--- src/rtl/uart_tx_fifo.sv ---
// uart_tx_fifo: circular byte FIFO that feeds a UART transmitter over tx_start/tx_busy/tx_done.
// Optional: define UART_TX_FIFO_DROP_CNT_EN to add drop_cnt, a saturating count of dropped writes.
//
// state  | meaning
// IDLE   | ready to launch the head byte as soon as the FIFO is non-empty and tx_busy=0
// WAIT   | frame launched, waiting for the transmitter's tx_done pulse
module uart_tx_fifo #(
   parameter int DEPTH = 16,
   parameter int AW    = $clog2(DEPTH)
) (
   input  logic          clk,
   input  logic          rst,
   input  logic          wr_en,
   input  logic [7:0]    wr_data,
   input  logic          ovf_clr,
   input  logic          tx_busy,
   input  logic          tx_done,
   output logic          tx_start,
   output logic [7:0]    tx_data,
   output logic          full,
   output logic          empty,
   output logic [AW:0]   count,
`ifdef UART_TX_FIFO_DROP_CNT_EN
   output logic [7:0]    drop_cnt,
`endif
   output logic          overflow
);

   localparam logic [0:0]  S_IDLE   = 1'b0;
   localparam logic [0:0]  S_WAIT   = 1'b1;
   localparam logic [AW:0] LP_DEPTH = (AW+1)'(DEPTH);

   logic [7:0]    r_mem [DEPTH];
   logic [AW-1:0] r_wr_ptr;
   logic [AW-1:0] r_rd_ptr;
   logic [AW:0]   r_count;
   logic          r_overflow;
   logic [0:0]    r_state;
   logic          r_tx_start;
   logic [7:0]    r_tx_data;

   logic          w_full;
   logic          w_empty;
   logic          w_push;
   logic          w_drop;
   logic          w_pop;

   // Flags come from the registered count only, so a write never sees its own effect.
   assign w_full  = (r_count == LP_DEPTH);
   assign w_empty = (r_count == '0);
   assign w_push  = wr_en & ~w_full;
   assign w_drop  = wr_en & w_full;
   assign w_pop   = (r_state == S_IDLE) & ~w_empty & ~tx_busy;

   always_ff @(posedge clk) begin
      if (w_push) begin
         r_mem[r_wr_ptr] <= wr_data;
      end
   end

   always_ff @(posedge clk or posedge rst) begin
      if (rst) begin
         r_wr_ptr <= '0;
         r_rd_ptr <= '0;
         r_count  <= '0;
      end else begin
         if (w_push) begin
            r_wr_ptr <= r_wr_ptr + 1'b1;
         end
         if (w_pop) begin
            r_rd_ptr <= r_rd_ptr + 1'b1;
         end
         case ({w_push, w_pop})
            2'b10:   r_count <= r_count + 1'b1;
            2'b01:   r_count <= r_count - 1'b1;
            default: r_count <= r_count;
         endcase
      end
   end

   // A dropped write in the same cycle as ovf_clr keeps the flag set.
   always_ff @(posedge clk or posedge rst) begin
      if (rst) begin
         r_overflow <= 1'b0;
      end else if (w_drop) begin
         r_overflow <= 1'b1;
      end else if (ovf_clr) begin
         r_overflow <= 1'b0;
      end
   end

`ifdef UART_TX_FIFO_DROP_CNT_EN
   logic [7:0] r_drop_cnt;

   always_ff @(posedge clk or posedge rst) begin
      if (rst) begin
         r_drop_cnt <= '0;
      end else if (ovf_clr) begin
         r_drop_cnt <= w_drop ? 8'd1 : 8'd0;
      end else if (w_drop && (r_drop_cnt != 8'hFF)) begin
         r_drop_cnt <= r_drop_cnt + 8'd1;
      end
   end

   assign drop_cnt = r_drop_cnt;
`endif

   // tx_busy is ignored in WAIT: the transmitter only raises it a cycle after tx_start.
   always_ff @(posedge clk or posedge rst) begin
      if (rst) begin
         r_state    <= S_IDLE;
         r_tx_start <= 1'b0;
         r_tx_data  <= '0;
      end else begin
         case (r_state)
            S_IDLE: begin
               if (w_pop) begin
                  r_tx_start <= 1'b1;
                  r_tx_data  <= r_mem[r_rd_ptr];
                  r_state    <= S_WAIT;
               end else begin
                  r_tx_start <= 1'b0;
               end
            end
            S_WAIT: begin
               r_tx_start <= 1'b0;
               if (tx_done) begin
                  r_state <= S_IDLE;
               end
            end
            default: begin
               r_tx_start <= 1'b0;
               r_state    <= S_IDLE;
            end
         endcase
      end
   end

   assign tx_start = r_tx_start;
   assign tx_data  = r_tx_data;
   assign full     = w_full;
   assign empty    = w_empty;
   assign count    = r_count;
   assign overflow = r_overflow;

endmodule
--- config.mk ---
export PLATFORM = sky130hd
export DESIGN_NAME = uart_tx_fifo
export DESIGN_NICKNAME = d
export VERILOG_FILES = /design/src/rtl/uart_tx_fifo.sv
export SDC_FILE = /design/constraint.sdc
export NUM_CORES = 1
export LEC_CHECK = 0
export CELL_PAD_IN_SITES_DETAIL_PLACEMENT = 0
export CELL_PAD_IN_SITES_GLOBAL_PLACEMENT = 1
export CORE_MARGIN = 4
export CORE_UTILIZATION = 44
export CTS_BUF_LIST = sky130_fd_sc_hd__clkbuf_16
export DETAILED_ROUTE_END_ITERATION = 12
export PLACE_DENSITY_LB_ADDON = 0.1
export REMOVE_ABC_BUFFERS = 1
export SKIP_CTS_REPAIR_TIMING = 1
export SLEW_MARGIN = 20
export SYNTH_ARGS = -nofsm -noshare
export SYNTH_HDL_FRONTEND = slang
export SYNTH_SLANG_ARGS = --single-unit
--- constraint.sdc ---
create_clock -name clk -period 2.9 [get_ports clk]
set_input_delay 0.435 -clock clk [delete_from_list [all_inputs] [get_ports clk]]
set_output_delay 0.435 -clock clk [all_outputs]
set_load 0.03 [all_outputs]
==> flow_summary.yaml <==
outcome:
  status: "finished clean"
drt:
  highest_layer: "met4"
  drt-total-wl_mm: 12.00
  vias: 3035
  route.met3.wl_um: 491
  viasPerCell: 5.170
  drtAntennaViolNets: 0
  drt_iter0_drc: 247
  met2_length_mm: 6.145
  wl_per_cell_um: 20.44
  drcViolationCount: 0
  first_pass_iters: 4
  wl_met1_mm: 5.101
cts:
  cts_buffers: 17
  cts.sinks: 152
  cts_buffer_depth: 2
  clock_latency_ns: 0.41
  htreeDepth: 4
  cts_tree: "done"
  root_buffer: "clkbuf_16"
  clk_pin_slew_ns: 0.06
finish:
  syn_to_final_growth_pct: 19.41
  nets: 418
  regArea_mm2: 0.004446
  final_cell_mix: "128 x edfxtp_1, 30 x clkdlybuf4s50_1, 29 x nand2_1, 29 x buf_4, 23 x dfrtp_1"
  antennaDiodeCount: 0
  multi_input_area_mm2: 0.001570
  drive_above_1_share_pct: 20.64
  final_common_cell: "edfxtp_1"
  fill_cells: 1082
  fin_util_pct: 53.40
global_route:
  grtUsageTotal_pct: 16.00
  grt_overflow: 0
  grt_max_degree: 36
  first_global_vias: 3251
  grt_pass1_wl_mm: 18.65
  antenna_found_initial: 0
timing:
  slew_viol_final: 0
  rsz0062_at_grt: "no"
  relSlewSlack_pct: 36.58
  finalCritPeriodShare_pct: 94.28
  clock.fmax_ghz: 0.3657
  finalHoldViolCount: 0
  layout_min_cycle_time_ns: 2.734
  fin_skew_ns: 0.007447
  worstMarginPinSlew_ns: 0.9478
  setup_viol: 0
setup_path:
  required_ns: 3.19
  startpoint_type: "register"
  endpoint_kind: "register"
  critPathMaxFanout: 3
  crit_top_cell: "inv_1"
  critPathKind: "reg -> reg"
  critPathMaxStageDelay_ns: 0.45
  crit_chain: "nor4_4, nand2_1, and2_1, inv_1, ha_2, inv_1, fa_1, nor2b_1, o21ai_1, nand3_1, or3b_2, xnor2_1"
  crit_slowest_cell: "or3b_2"
  crit_arrival_ns: 3.03
logic_synthesis:
  synthSimpleGateAreaFrac_pct: 3.946
  ys_seq_elements: 152
  yosysSeqAreaShare_pct: 71.87
  synth-xor-area-share_pct: 1.416
  synthFlopType: "edfxtp_1"
  synth_area_per_cell_um2: 18.57
  synthCells: 333
  synth_top_family_by_area: "multiplexers"
  async_flop_share_pct: 15.79
  synthDistinctLibCells: 33
  synth_compound_area_share_pct: 2.125
  syn-cell-area_mm2: 0.006183
  synth-edff-count: 128
  muxShareOfSynthArea_pct: 15.48
  synthAdderAreaFrac_pct: 2.145
  ys_warn_count: 0
floorplanning:
  rows: 43
  die_y_um: 126.5
  die_area_mm2: 0.01601
  start_util_pct: 44.72
  io_pins: 31
  die_w_um: 126.5
  fp.coreArea_mm2: 0.01383
power_and_ir_drop:
  power_mw: 7.305
  p_per_area_mw_per_mm2: 989.4
  ir_drop_uv: 462.3
  power_leakage_nw: 2.667
worst_hold_path:
  holdCritPathClass: "in -> async"
placed_design:
  portBuffers: 30
  hpwl_mm: 7.412
  place_congestion: 0.7300
run:
  drv_cap: 0
stage by stage:
step                setup slack (ns)  hold slack (ns)  setup TNS [ns]  instance area, um2  instances
floorplan                    -0.7823           0.4496          -1.184                6046        315
global placement            -0.04176           0.4681        -0.04176                6803        554
detailed placement          -0.07817           0.4744        -0.07817                6803        554
CTS                         -0.04244           0.3922        -0.04244                7358        586
global route                 0.01480           0.4230               0                7383        587
finish                        0.1659           0.3929               0                7383        587
flip-flops by register name, indices dropped and copies added, names as in the netlist:
| signal | flops |
|---|---|
| r_state | 1 |
| tx_start | 1 |
| r_wr_ptr | 4 |
| r_rd_ptr | 4 |
| overflow | 1 |
| r_mem | 128 |
| count | 5 |
| tx_data | 8 |
power by group:
part	switching [mW]	internal [mW]
clock network	0.799	1.22
logic	1.25	1.12
registers	0.194	2.72
total	2.24	5.06
worst max-delay path: cells and delay by family, from the launching register on:
kind	cells	cell delay (ns)
adders and majority gates	2	0.57
DFF	1	0.41
AOI/OAI and AO/OA	1	0.09
buffers and inverters	2	0.12
and+or+nand+nor	6	1.28
xor gates and xnor gates	1	0.13
layout make-up:
class | count | area share, %
flip-flops and latches | 152 | 60.21
repair buffers | 60 | 7.287
multi-input cells | 150 | 21.27
inverters | 13 | 0.6609
clock buffers | 20 | 6.779
well taps | 180 | 3.050
clock inverters | 12 | 0.7456
worst paths after layout:
path	slack (ns)	to	startpoint	cells after the start
max	0.17	count[4]	count[2]	12
min	0.39	overflow	rst	3
max reg2reg	0.17	count[4]	count[2]	12
min reg2reg	0.48	tx_data[1]	tx_data[1]	2
max in group asynchronous	2.23	r_rd_ptr[0]	rst	3
min in group clk	0.48	tx_data[1]	tx_data[1]	2
cell usage after synthesis, drive strengths merged, types with 3 or more instances:
library cell / count / area share (%)
dfrtp: 24 / 9.7
buf: 15 / 2.0
o21ai: 21 / 1.7
nand2: 29 / 1.8
edfxtp: 128 / 62
mux2i: 9 / 1.5
mux2: 8 / 1.5
ha: 9 / 1.8
nor3: 4 / 0.32
clkbuf: 3 / 0.18
nor2: 12 / 0.73
mux4: 32 / 13
xnor2: 8 / 1.1
inv: 13 / 0.79
per-layer routing:
layer	up-vias	GRT usage, %
met5	-	0
met4	0	6.183
met3	17	3.537
met2	56	27.18
met1	1546	20.16
li1	1416	-
cells by family after synthesis:
group | Yosys count
compound gates | 25
xor+xnor | 10
flops | 152
simple gates | 56
mux | 49
buf+inv | 31
fa+ha+maj | 10
Note: power is estimated with default switching activity, not from simulation.
